## src/rtl/uart_rx.sv

```systemverilog
// uart_rx: 8N1 serial receiver presenting bytes on a valid/ready stream.
// Mid-bit sampling off a CLKDIV divider, framing-error and overrun pulses.
// Optional macro UART_RX_FIFO_EN swaps the single holding register for a 4-entry FIFO.
`ifndef UART_DIV
`define UART_DIV 16
`endif

module uart_rx #(
  parameter int unsigned CLKDIV = `UART_DIV
) (
  input  logic       clk_i,
  input  logic       rst_ni,
  input  logic       srst_i,
  input  logic       uart_rx_i,
  output logic       out_val_o,
  output logic [7:0] out_data_o,
  input  logic       out_rdy_i,
  output logic       uart_cts_o,
  output logic       frame_err_o,
  output logic       overrun_o
);

  localparam int unsigned DIV_W   = $clog2(CLKDIV);
  localparam int unsigned HALF_M1 = CLKDIV / 2 - 1;
  localparam int unsigned FULL_M1 = CLKDIV - 1;

  typedef enum logic [2:0] {
    S_IDLE  = 3'd0,
    S_START = 3'd1,
    S_DATA  = 3'd2,
    S_STOP  = 3'd3,
    S_BREAK = 3'd4
  } state_e;

  logic             r_meta;
  logic             r_rx_s;
  state_e           r_state;
  state_e           w_state_nxt;
  logic [DIV_W-1:0] r_div;
  logic [2:0]       r_bit_idx;
  logic [7:0]       r_shift;
  logic             r_frame_err;
  logic             r_overrun;

  logic w_tick;
  logic w_div_clr;
  logic w_div_inc;
  logic w_shift_en;
  logic w_idx_clr;
  logic w_stop_ok;
  logic w_stop_bad;
  logic w_pop;
  logic w_push;

  // Two-flop synchronizer on the asynchronous line, idle-high after reset
  always_ff @(posedge clk_i or negedge rst_ni) begin
    if (!rst_ni) begin
      r_meta <= 1'b1;
      r_rx_s <= 1'b1;
    end else if (srst_i) begin
      r_meta <= 1'b1;
      r_rx_s <= 1'b1;
    end else begin
      r_meta <= uart_rx_i;
      r_rx_s <= r_meta;
    end
  end

  // Sample strobe: half a bit into the start bit, a full bit thereafter
  always_comb begin
    w_tick = 1'b0;
    case (r_state)
      S_START:        w_tick = (r_div == DIV_W'(HALF_M1));
      S_DATA, S_STOP: w_tick = (r_div == DIV_W'(FULL_M1));
      default:        w_tick = 1'b0;
    endcase
  end

  // FSM state register
  always_ff @(posedge clk_i or negedge rst_ni) begin
    if (!rst_ni) begin
      r_state <= S_IDLE;
    end else if (srst_i) begin
      r_state <= S_IDLE;
    end else begin
      r_state <= w_state_nxt;
    end
  end

  // FSM next-state logic
  always_comb begin
    w_state_nxt = r_state;
    case (r_state)
      S_IDLE:  if (!r_rx_s) w_state_nxt = S_START;
      S_START: if (w_tick) w_state_nxt = r_rx_s ? S_IDLE : S_DATA;
      S_DATA:  if (w_tick && (r_bit_idx == 3'd7)) w_state_nxt = S_STOP;
      S_STOP:  if (w_tick) w_state_nxt = r_rx_s ? S_IDLE : S_BREAK;
      S_BREAK: if (r_rx_s) w_state_nxt = S_IDLE;
      default: w_state_nxt = S_IDLE;
    endcase
  end

  // FSM output decode: divider control, shift enable, stop-bit verdict
  always_comb begin
    w_div_clr  = 1'b0;
    w_div_inc  = 1'b0;
    w_shift_en = 1'b0;
    w_idx_clr  = 1'b0;
    w_stop_ok  = 1'b0;
    w_stop_bad = 1'b0;
    case (r_state)
      S_IDLE: begin
        w_div_clr = !r_rx_s;
      end
      S_START: begin
        w_div_clr = w_tick;
        w_div_inc = !w_tick;
        w_idx_clr = w_tick;
      end
      S_DATA: begin
        w_div_clr  = w_tick;
        w_div_inc  = !w_tick;
        w_shift_en = w_tick;
      end
      S_STOP: begin
        w_div_clr  = w_tick;
        w_div_inc  = !w_tick;
        w_stop_ok  = w_tick && r_rx_s;
        w_stop_bad = w_tick && !r_rx_s;
      end
      default: begin
        w_div_clr = 1'b0;
      end
    endcase
  end

  // Bit-timing divider, bit index and LSB-first shift register
  always_ff @(posedge clk_i or negedge rst_ni) begin
    if (!rst_ni) begin
      r_div     <= '0;
      r_bit_idx <= '0;
      r_shift   <= '0;
    end else if (srst_i) begin
      r_div     <= '0;
      r_bit_idx <= '0;
      r_shift   <= '0;
    end else begin
      if (w_div_clr) begin
        r_div <= '0;
      end else if (w_div_inc) begin
        r_div <= r_div + DIV_W'(1);
      end
      if (w_idx_clr) begin
        r_bit_idx <= '0;
      end else if (w_shift_en) begin
        r_bit_idx <= r_bit_idx + 3'd1;
      end
      if (w_shift_en) begin
        r_shift <= {r_rx_s, r_shift[7:1]};
      end
    end
  end

  assign w_pop = out_val_o && out_rdy_i;

`ifdef UART_RX_FIFO_EN
  localparam int unsigned DEPTH = 4;

  logic [7:0] r_mem [DEPTH];
  logic [1:0] r_wptr;
  logic [1:0] r_rptr;
  logic [2:0] r_count;
  logic       w_full;

  assign w_full = (r_count == 3'd4);
  // A pop in the same cycle frees the slot for the incoming byte
  assign w_push = w_stop_ok && (!w_full || w_pop);

  // Receive FIFO storage, pointers and occupancy
  always_ff @(posedge clk_i or negedge rst_ni) begin
    if (!rst_ni) begin
      for (int i = 0; i < int'(DEPTH); i++) r_mem[i] <= '0;
      r_wptr  <= '0;
      r_rptr  <= '0;
      r_count <= '0;
    end else if (srst_i) begin
      for (int i = 0; i < int'(DEPTH); i++) r_mem[i] <= '0;
      r_wptr  <= '0;
      r_rptr  <= '0;
      r_count <= '0;
    end else begin
      if (w_push) begin
        r_mem[r_wptr] <= r_shift;
        r_wptr        <= r_wptr + 2'd1;
      end
      if (w_pop) begin
        r_rptr <= r_rptr + 2'd1;
      end
      case ({w_push, w_pop})
        2'b10:   r_count <= r_count + 3'd1;
        2'b01:   r_count <= r_count - 3'd1;
        default: r_count <= r_count;
      endcase
    end
  end

  assign out_val_o  = (r_count != 3'd0);
  assign out_data_o = r_mem[r_rptr];
  assign uart_cts_o = (r_count < 3'd3);
`else
  logic       r_full;
  logic [7:0] r_data;

  // A pop in the same cycle frees the slot for the incoming byte
  assign w_push = w_stop_ok && (!r_full || w_pop);

  // Single holding register with full flag
  always_ff @(posedge clk_i or negedge rst_ni) begin
    if (!rst_ni) begin
      r_full <= 1'b0;
      r_data <= '0;
    end else if (srst_i) begin
      r_full <= 1'b0;
      r_data <= '0;
    end else begin
      if (w_push) begin
        r_full <= 1'b1;
        r_data <= r_shift;
      end else if (w_pop) begin
        r_full <= 1'b0;
      end
    end
  end

  assign out_val_o  = r_full;
  assign out_data_o = r_data;
  assign uart_cts_o = !r_full;
`endif

  // Registered error pulses, aligned with where out_val_o would rise
  always_ff @(posedge clk_i or negedge rst_ni) begin
    if (!rst_ni) begin
      r_frame_err <= 1'b0;
      r_overrun   <= 1'b0;
    end else if (srst_i) begin
      r_frame_err <= 1'b0;
      r_overrun   <= 1'b0;
    end else begin
      r_frame_err <= w_stop_bad;
      r_overrun   <= w_stop_ok && !w_push;
    end
  end

  assign frame_err_o = r_frame_err;
  assign overrun_o   = r_overrun;

endmodule

```

## config.mk

```make
export PLATFORM = sky130hd
export DESIGN_NAME = uart_rx
export DESIGN_NICKNAME = d
export VERILOG_FILES = /design/src/rtl/uart_rx.sv
export SDC_FILE = /design/constraint.sdc
export NUM_CORES = 1
export LEC_CHECK = 0
export ABC_AREA = 1
export BUFFER_PORTS_ARGS = -buffer_cell sky130_fd_sc_hd__buf_2
export CORE_ASPECT_RATIO = 0.75
export CORE_MARGIN = 2
export CORE_UTILIZATION = 60
export CTS_CLUSTER_SIZE = 20
export DETAILED_ROUTE_END_ITERATION = 7
export PLACE_DENSITY = 0.82
export SLEW_MARGIN = 20
export SYNTH_ARGS = -nofsm -noshare
export SYNTH_HDL_FRONTEND = slang
export SYNTH_SLANG_ARGS = --single-unit
```

## constraint.sdc

```tcl
create_clock -name clk_i -period 3.2 [get_ports clk_i]
set_clock_uncertainty 0.1 [all_clocks]
set_input_delay 0.64 -clock clk_i [delete_from_list [all_inputs] [get_ports clk_i]]
set_output_delay 0.64 -clock clk_i [all_outputs]
set_load 0.03 [all_outputs]
```

# Word-level counts from Yosys, hierarchy flattened
# Cells that the tools add are included.
# word_totals
reg_bits,31
input_bits,5
# op_classes
add_sub_neg,2
n_eq_ne,12
mux,33
reduce_logical,20
# ops
cell,n
$mux W8,4
$mux W3,10
$ne A3 B3 Y1 const B,5
$pmux W3 S5,1
$mux W1,12
$mux W4,3
$reduce_bool A3 Y1,3
$eq A3 B2 Y1 const B,2
$eq A3 B3 Y1 const B,2
$logic_and A1 B1 Y1,6
$reduce_and A5 Y1,1
$add A4 B1 Y4 const B,1
$eq A4 B3 Y1 const B,1
$eq A4 B4 Y1 const B,1
$logic_not A1 Y1,4
$pmux W1 S2,2
$reduce_bool A2 Y1,2
$add A3 B1 Y3 const B,1
$eq A3 B1 Y1 const B,1
$logic_not A3 Y1,1
$reduce_or A3 Y1,1
$mux W2,1
$reduce_or A2 Y1,1
$logic_or A1 B1 Y1,1

# Depth between registers and ports, before layout
# Gate-level depths: netlist of the first run.
# depth
depth_word,9
depth_mapped,10
mapped_depth_nobuf,10

# Least setup slack after synthesis of the first run
# OpenSTA, ideal clock, no wires.
# synth_path
path_kind,input to register
startpoint,input srst_i
endpoint,register r_shift[3]
setup_ns,0.126
t_arrival_ns,1.472
required_time_ns,2.974
slack_ns,1.502
cell_stages,7
path_buffers,2
path_cell_list,buf_2 > clkinv_1 > clkbuf_1 > nand2_1 > inv_1 > nand2_1 > o21ai_0
# synth_via
elab_chain_cells,1
word_cells_on_any_way,2
# synth_lines
element,line_no,source
"start, declared",13,"input logic srst_i,"
$mux W8 or $reduce_bool A2 Y1 (tied branches),-,
"end signal, assigned",159,"r_shift <= {r_rx_s, r_shift[7:1]};"
"end, declared",41,logic [7:0] r_shift;
# Several ways; a longest one is shown, not always the timed one.
# A chain may end at the register's enable or synchronous reset.

# Worst setup path in the final report of the first run
# layout_path
startpoint,input srst_i
endpoint,register r_div[3]
# layout_via
elab_chain_cells,1
word_cells_on_any_way,2
# layout_lines
element,line_no,source
$reduce_bool A3 Y1 (no source line) or $mux W4 (tied branches),-,
"end signal, assigned",151,r_div <= r_div + DIV_W'(1);
"end, declared",39,logic [DIV_W-1:0] r_div;
# Several ways; a longest one is shown, not always the timed one.

==> flow_metrics.env, run 1 <==
export IMPL_cts_hold_buf=0
export IMPL_fin_setup_tns_ns=0
export IMPL_yosys_area_top_type="dfrtp_1"
export IMPL_area_growth_pct=11.58
export IMPL_die_height_um=47.18
export IMPL_drive_gt1_share_pct=17.24
export IMPL_portBuffers=16
export IMPL_vias_per_cell=5.143
export IMPL_tritoncts="built"
export IMPL_clock_sinks=31
export IMPL_totalPowerFinal_mw=0.7696
export IMPL_synth_warnings=0
export IMPL_r2r_start="r_div[1]"
export IMPL_post_cts_resized=0
export IMPL_critPathKind="in2reg"
export IMPL_ff2ff_setup_slack_ns=1.48
export IMPL_period_minus_slack_ns=1.785
export IMPL_crit_start="srst_i"
export IMPL_gp_congestion=0.8411
export IMPL_crit_path_start_kind="input pin"
export IMPL_end_kind="register"
export IMPL_ys_types=24
export IMPL_required_ns=3.33
export IMPL_power_density_nw_per_um2=462.5
export IMPL_drt_iter0_markers=100
export IMPL_dp_slack_ns=1.067
export IMPL_drt_total_wl_um=2720
export IMPL_syn_cell_area_um2=1491
export IMPL_ir_drop_uv=323.4
export IMPL_yosys_register_bits=31
export IMPL_antenna_found_initial=0
export IMPL_finalSetupViolations=0
export IMPL_finalWorstSetupSlack_ns=1.415
export IMPL_nNetsFinal=210
export IMPL_vias=1219
export IMPL_cellLeakagePower_nw=0.9252
export IMPL_hpwl_um=1904
export IMPL_grt_max_degree=32
export IMPL_drt_first_pass_iters=4
export IMPL_yosysSeqAreaShare_pct=52.18
export IMPL_drv_cap=0
export IMPL_final_util_pct=71.51
export IMPL_rsz0062_at_grt="false"
export IMPL_die_w_um=61.57
export IMPL_synthCells=182
export IMPL_fill_cells=188
export IMPL_die_area_um2=2905
export IMPL_grt_ovfl_total=0
export IMPL_synth_area_leaders="dfrtp_1, nand2_1, nand3_1"
export IMPL_max_clock_path_buffers=2
export IMPL_cts_root_buf="clkbuf_4"
export IMPL_drc=0
export IMPL_layout_commonest_cell="nand2_1"
export IMPL_drt_wirelength_per_cell_um=11.48
export IMPL_hold_viol=0
export IMPL_slew_viol_final=0
export IMPL_diodes=0
export IMPL_synth_nets=190
export IMPL_yosysTopAreaCellShare_pct=48.66
export IMPL_outcome="completed"
export IMPL_worst_slew_pin_slew_ns=0.6483
export IMPL_critPathArrivalTime_ns=1.91
export IMPL_hold_class="in2async"
export IMPL_reg2reg_to="r_bit_idx[0]"
export IMPL_final_cell_mix="nand2_1, dfrtp_1, inv_1"
export IMPL_postCtsSetupBuffers=0
export IMPL_fmax_mhz=560.3
export IMPL_rr_worst_depth=8
export IMPL_crit_end="r_div[3]"
export IMPL_clk_latency_ns=0.34
export IMPL_initial_utilization_pct=64.09
export IMPL_whs_ns=0.2195
export IMPL_grt_first_pass_wirelength_um=4650
export IMPL_rows=15
export IMPL_coreArea_um2=2327
export IMPL_relSlewSlack_pct=56.78
export IMPL_syn_avg_cell_area_um2=8.195
export IMPL_cts_buffers=5
export IMPL_period_share_pct=55.77
export IMPL_track_usage_pct=23.11
export IMPL_first_global_vias=1079
export IMPL_io_pins=17
export IMPL_drt_antenna_violating_nets=0
export IMPL_crit_fanout=20
export IMPL_cts_max_level=2
export IMPL_clk_pin_slew_ns=0.09
report_power, final:
| group | leakage, nW | internal (mW) | total (mW) | switching (mW) |
|---|---|---|---|---|
| clock | 0.0353 | 0.106 | 0.234 | 0.128 |
| sequential | 0.425 | 0.406 | 0.419 | 0.0129 |
| combinational | 0.465 | 0.0314 | 0.117 | 0.0857 |
through the flow:
stage                     cells  cell area (um^2)
after floorplan             182              1491
after detailed placement    229              1604
after CTS                   237              1664
after global routing        237              1664
after global placement      229              1604
final                       237              1664
synthesized netlist by cell type:
cell type,count
inv_1,19
buf_2,2
nand4_1,5
nand2_1,56
nand2_2,1
nor2_1,15
a21oi_1,7
dfrtp_1,29
o32ai_1,1
nor3_2,1
dfstp_2,2
nand4_4,1
nor3_1,2
nand2_4,1
or2_2,3
nand3_1,15
o21ai_0,12
clkinv_1,1
or2_0,1
nor2_4,1
nand3b_1,1
clkbuf_1,2
inv_2,1
ha_1,3
critical path, stage by stage:
cell and delay, ns:
buf_2 0.19, clkinv_1 0.46, nand3b_1 0.40, nand3_1 0.11, nand2_1 0.08, nor2_1 0.04
registers in the layout (all words and copies together) (netlist names):
| register | flops |
|---|---|
| out_data_o | 8 |
| r_shift | 8 |
| r_div | 4 |
| r_bit_idx | 3 |
| r_state | 3 |
| frame_err_o | 1 |
| out_val_o | 1 |
| overrun_o | 1 |
| r_meta | 1 |
| r_rx_s | 1 |
cells by family after synthesis:
family	share of synthesized area, %
adders and majority gates	2.517
buffers and inverters	6.460
DFF	52.18
and+or+nand+nor	31.88
AOI/OAI and AO/OA	6.963
area by class of cell:
cell class              instances  area [um^2]  area share, %
flip-flops and latches         31        778.2          46.77
multi-input cells             126        616.8          37.07
repair buffers                 17        87.58          5.263
inverters                      21        78.83          4.737
clock buffers                   7        55.05          3.308
well taps                      34        42.54          2.556
clock inverters                 1        5.005         0.3008
per-layer routing:
layer | vias up | part of all wire (%) | GRT usage [%]
li1 | 624 | - | -
met2 | 37 | 43 | 32.63
met5 | - | 0 | 0
met4 | 0 | 1.4 | 9.362
met1 | 552 | 48 | 31.42
met3 | 6 | 7.5 | 9.917
how the worst min path moves through the flow:
stage	start	to
finish	rst_ni	r_state[1]
global route	rst_ni	r_shift[4]
CTS	rst_ni	r_shift[4]
detailed placement	r_bit_idx[1]	r_bit_idx[1]
global placement	r_bit_idx[1]	r_bit_idx[1]
floorplan	rst_ni	frame_err_o
Note: power is estimated with default switching activity, not from simulation.
==> inputs of run 2 (changes only) <==
- CORE_UTILIZATION: 60 -> 51
- PLACE_DENSITY: 0.82 -> 0.74
- clock period: 3.2 -> 1.51 ns (I/O delays scaled with it)
==> flow_metrics.env, run 2 (synthesis results as in run 1) <==
export IMPL_outcome="complete, but fails checks"
export IMPL_violations="negative setup slack"
export IMPL_totalPowerFinal_mw=2.176
export IMPL_rows=16
export IMPL_die_w_um=66.45
export IMPL_fill_cells=209
export IMPL_portBuffers=16
export IMPL_fin_setup_tns_ns=-1.547
export IMPL_finalInstanceArea_um2=1939
export IMPL_first_global_vias=1240
export IMPL_finalSetupViolations=27
export IMPL_diodes=0
export IMPL_power_density_nw_per_um2=1122
export IMPL_cts_root_buf="clkbuf_8"
export IMPL_drt_iter0_markers=99
export IMPL_track_usage_pct=22.06
export IMPL_drc=0
export IMPL_clk_latency_ns=0.28
export IMPL_critPathArrivalTime_ns=1.68
export IMPL_required_ns=1.57
export IMPL_end_kind="register"
export IMPL_antenna_found_initial=0
export IMPL_crit_path_start_kind="register"
export IMPL_coreArea_um2=2703
export IMPL_worst_path_buf_inv=2
export IMPL_crit_fanout=7
export IMPL_io_pins=17
export IMPL_grt_ovfl_total=0
export IMPL_cts_buffers=5
export IMPL_grt_max_degree=20
export IMPL_ir_drop_uv=752.8
export IMPL_grt_first_pass_wirelength_um=5526
export IMPL_slowest_delay_ns=0.36
export IMPL_die_height_um=50.83
export IMPL_max_clock_path_buffers=2
export IMPL_final_cell_mix="nand2_1, dfrtp_1, inv_1, buf_2, nand3_1"
export IMPL_rsz0062_at_grt="true"
export IMPL_cp_common_cell="nand2_2"
export IMPL_dp_cells=239
export IMPL_crit_slowest_cell="dfrtp_1"
export IMPL_worst_slew_pin_slew_ns=0.4272
export IMPL_vias=1318
export IMPL_drt_wirelength_per_cell_um=13.50
export IMPL_nNetsFinal=224
export IMPL_tritoncts="built"
export IMPL_hold_class="in2reg"
export IMPL_relSlewSlack_pct=71.49
export IMPL_fmax_mhz=619.1
export IMPL_vias_per_cell=5.209
export IMPL_final_util_pct=71.76
export IMPL_initial_utilization_pct=55.19
export IMPL_critPathKind="reg2reg"
export IMPL_hpwl_um=2419
export IMPL_cellLeakagePower_nw=1.041
export IMPL_whs_ns=0.1057
export IMPL_worstPathCellList="ha_2, nand2_2, inv_2, nand2_2, nor2_4, buf_4, nand4_2, nand3_1, nand2_1"
export IMPL_clock_sinks=31
export IMPL_cts_max_level=2
export IMPL_drive_gt1_share_pct=31.80
export IMPL_clk_pin_slew_ns=0.07
export IMPL_slew_viol_final=0
export IMPL_drv_cap=0
export IMPL_placed_area_um2=1693
export IMPL_period_share_pct=107.0
export IMPL_layout_cells_non_filler=253
export IMPL_die_area_um2=3377
export IMPL_crit_family="simple AND/OR/NAND/NOR gates"
export IMPL_dp_slack_ns=-0.1036
export IMPL_drt_first_pass_iters=4
export IMPL_period_minus_slack_ns=1.615
export IMPL_drt_total_wl_um=3415
export IMPL_layout_commonest_cell="nand2_1"
export IMPL_gp_congestion=0.9289
export IMPL_finalWorstSetupSlack_ns=-0.1054
export IMPL_hold_viol=0
export IMPL_drt_antenna_violating_nets=0
export IMPL_area_growth_pct=30.03
-- run 2: path summary, 6_finish.rpt --
kind | slack [ns] | cells past startpoint | to | from
max | -0.11 | 9 | out_data_o[1] | r_div[0]
min | 0.11 | 2 | r_meta | uart_rx_i
max reg2reg | -0.11 | 9 | out_data_o[1] | r_div[0]
min reg2reg | 0.41 | 2 | r_bit_idx[2] | r_bit_idx[2]
max in group asynchronous | 0.52 | 3 | out_data_o[1] | rst_ni
min in group asynchronous | 0.37 | 2 | out_val_o | rst_ni
-- run 2: per-layer routing --
| layer | GRT usage [%] | vias up | wire, um |
|---|---|---|---|
| met5 | 0 | - | 0 |
| met4 | 8.503 | 0 | 35 |
| met3 | 5.507 | 6 | 180 |
| met2 | 34.50 | 35 | 1620 |
| met1 | 29.71 | 620 | 1579 |
| li1 | - | 657 | - |
-- run 2: cell type report --
type / count / area (um^2) / area share, %
Sequential cell: 31 / 779.5 / 40.19
Tap cell: 36 / 45.04 / 2.323
Inverter: 21 / 78.83 / 4.065
Timing Repair Buffer: 30 / 212.7 / 10.97
Multi-Input combinational cell: 127 / 690.7 / 35.61
Clock inverter: 2 / 60.06 / 3.097
Clock buffer: 6 / 72.57 / 3.742
-- run 2: timing repair --
action / 4_1_cts / 5_1_grt
buffers inserted: 1 / 3
gates cloned: 0 / 1
gates resized for setup: 17 / 13
pin swaps: 1 / 1
endpoints found under the hold margin: 12 / 0
endpoints found under the setup margin: 26 / 28
hold buffers: 1 / 0
-- run 2: power by group --
part	switching, mW	total (mW)	internal, mW
Combinational	0.223	0.317	0.0936
Clock	0.307	0.966	0.660
Sequential	0.0320	0.893	0.861
Total	0.562	2.18	1.61
==> inputs of run 3 (changes only) <==
- ABC_AREA: 1 -> unset
==> flow_metrics.env, run 3 <==
export IMPL_synth_top_flop_cell="dfrtp_1"
export IMPL_grt_ovfl_total=0
export IMPL_vias=1258
export IMPL_finalInstanceArea_um2=1936
export IMPL_multi_input_area_um2=774.5
export IMPL_required_ns=1.62
export IMPL_yosysSeqAreaShare_pct=50.49
export IMPL_syn_avg_cell_area_um2=10.14
export IMPL_synth_most_common_cell="dfrtp_1"
export IMPL_clk_pin_slew_ns=0.07
export IMPL_hold_viol=0
export IMPL_reg2reg_to="r_bit_idx[0]"
export IMPL_coreArea_um2=2914
export IMPL_critPathKind="reg2reg"
export IMPL_end_kind="register"
export IMPL_fill_cells=220
export IMPL_io_pins=17
export IMPL_p_switching_mw=0.3721
export IMPL_period_share_pct=101.4
export IMPL_yosys_register_bits=31
export IMPL_tritoncts="built"
export IMPL_yosysTopAreaCellShare_pct=47.08
export IMPL_die_height_um=51.61
export IMPL_syn_cell_area_um2=1541
export IMPL_drt_wirelength_per_cell_um=15.44
export IMPL_grt_max_degree=32
export IMPL_clock_sinks=31
export IMPL_outcome="complete, but fails checks"
export IMPL_area_growth_pct=25.57
export IMPL_ir_drop_uv=636.2
export IMPL_power_density_nw_per_um2=922.3
export IMPL_track_usage_pct=21.64
export IMPL_drt_total_wl_um=3382
export IMPL_antenna_found_initial=0
export IMPL_vias_per_cell=5.744
export IMPL_grt_first_pass_wirelength_um=5513
export IMPL_die_area_um2=3483
export IMPL_layout_commonest_cell="dfrtp_1"
export IMPL_violations="negative setup slack"
export IMPL_finalSetupViolations=3
export IMPL_fmax_mhz=653.2
export IMPL_worst_slew_pin_slew_ns=0.3907
export IMPL_combPwrFrac_pct=5.2
export IMPL_final_util_pct=66.42
export IMPL_synth_common_cells="dfrtp_1, nand2b_1, a21oi_1"
export IMPL_drt_iter0_markers=86
export IMPL_nNetsFinal=188
export IMPL_final_cell_mix="dfrtp_1, nand2b_1, buf_2"
export IMPL_cts_max_level=2
export IMPL_drc=0
export IMPL_crit_fanout=6
export IMPL_ys_types=32
export IMPL_crit_path_start_kind="register"
export IMPL_min_from="uart_rx_i"
export IMPL_first_global_vias=1152
export IMPL_min_to="r_meta"
export IMPL_cts_root_buf="clkbuf_8"
export IMPL_relSlewSlack_pct=73.90
export IMPL_finalWorstSetupSlack_ns=-0.02087
export IMPL_rsz0062_at_grt="true"
export IMPL_gp_congestion=0.9009
export IMPL_hpwl_um=2290
export IMPL_seqCellArea_um2=782.0
export IMPL_slew_viol_final=0
export IMPL_switching_share_pct=20.85
export IMPL_seqPwrFrac_pct=47.4
export IMPL_fin_setup_tns_ns=-0.03917
export IMPL_synth_nets=160
export IMPL_diodes=0
export IMPL_drive_gt1_share_pct=33.15
export IMPL_cellLeakagePower_nw=0.8398
export IMPL_max_clock_path_buffers=2
export IMPL_placed_area_um2=1745
export IMPL_synthCells=152
export IMPL_r2r_start="r_div[1]"
export IMPL_drv_cap=0
export IMPL_yosys_area_top_type="dfrtp_1"
export IMPL_ff2ff_setup_slack_ns=-0.02
export IMPL_drt_first_pass_iters=4
export IMPL_hold_depth=2
export IMPL_portBuffers=16
export IMPL_critPathArrivalTime_ns=1.64
export IMPL_whs_ns=0.1075
export IMPL_period_minus_slack_ns=1.531
export IMPL_internal_power_mw=1.413
export IMPL_hold_class="in2reg"
export IMPL_synth_area_leaders="dfrtp_1, nand2b_1, mux2i_1"
export IMPL_synth_warnings=0
export IMPL_clk_latency_ns=0.28
export IMPL_cts_buffers=5
export IMPL_synth_edff_count=0
export IMPL_initial_utilization_pct=52.90
export IMPL_clkPwrFrac_pct=47.4
export IMPL_die_w_um=67.48
export IMPL_drt_antenna_violating_nets=0
export IMPL_ys_async_sr_fraction_pct=100.0
export IMPL_rr_worst_depth=4
export IMPL_rows=17
run 3: power groups by stage:
stage,combinational [mW],clock [mW],sequential (mW)
final,0.0924,0.847,0.846
after global routing,0.103,0.896,0.846
after CTS,0.0886,0.865,0.844
after detailed placement,0.0830,0,0.859
after global placement,0.0807,0,0.859
after floorplan,0.0400,0,0.857
run 3: final cells by class:
type | instances | share of cell area, %
Tap cell | 38 | 2.456
Multi-Input combinational cell | 107 | 40.01
Clock buffer | 6 | 4.266
Clock inverter | 2 | 1.810
Inverter | 4 | 0.7757
Timing Repair Buffer | 31 | 10.28
Sequential cell | 31 | 40.40
run 3: metal layers:
layer  up-vias  GRT usage (%)  wire length, um
li1        599              -                -
met1       622          30.94             1586
met2        32          31.70             1618
met3         5          5.844              138
met4         0          7.143               38
met5         -              0                0
run 3: metrics by stage:
step | total power [mW] | setup slack [ns] | instances
finish | 1.785 | -0.02087 | 219
global route | 1.845 | -0.08196 | 219
CTS | 1.797 | -0.02553 | 219
detailed placement | 0.9420 | -0.03874 | 210
global placement | 0.9393 | 0.01209 | 210
floorplan | 0.8970 | 0.01886 | 152
run 3: cells by family (layout without fill, tap and decap cells):
group / after synthesis / count (layout) / synth area share, %
and+or+nand+nor: 56 / 56 / 22.32
AOI/OAI and AO/OA: 40 / 40 / 15.75
DFF: 31 / 31 / 50.49
buffers and inverters: 14 / 43 / 3.815
muxes: 8 / 8 / 5.195
adders and majority gates: 3 / 3 / 2.435
run 3: critical path, stage by stage, from the launching register on:
cell	delay, ns
dfrtp_1	0.41
ha_4	0.19
nand3b_1	0.19
or3_1	0.43
a21oi_2	0.16
run 3: worst max-delay path by stage:
stage / from / endpoint / slack (ns) / depth (start not counted)
finish: r_div[1] / r_bit_idx[0] / -0.02 / 4
global route: r_div[1] / r_bit_idx[0] / -0.08 / 4
CTS: r_div[1] / r_div[2] / -0.03 / 4
detailed placement: r_div[1] / out_data_o[2] / -0.04 / 5
global placement: r_div[1] / r_div[2] / 0.01 / 4
floorplan: r_div[0] / r_div[2] / 0.02 / 4
run 3: what timing repair did:
action / in CTS / in global routing
resized for setup: 3 / 16
pin swaps: 1 / 6
setup endpoints to repair: 10 / 21
setup buffers: 0 / 1
hold buffers: 1 / 0
hold endpoints to repair: 29 / 0
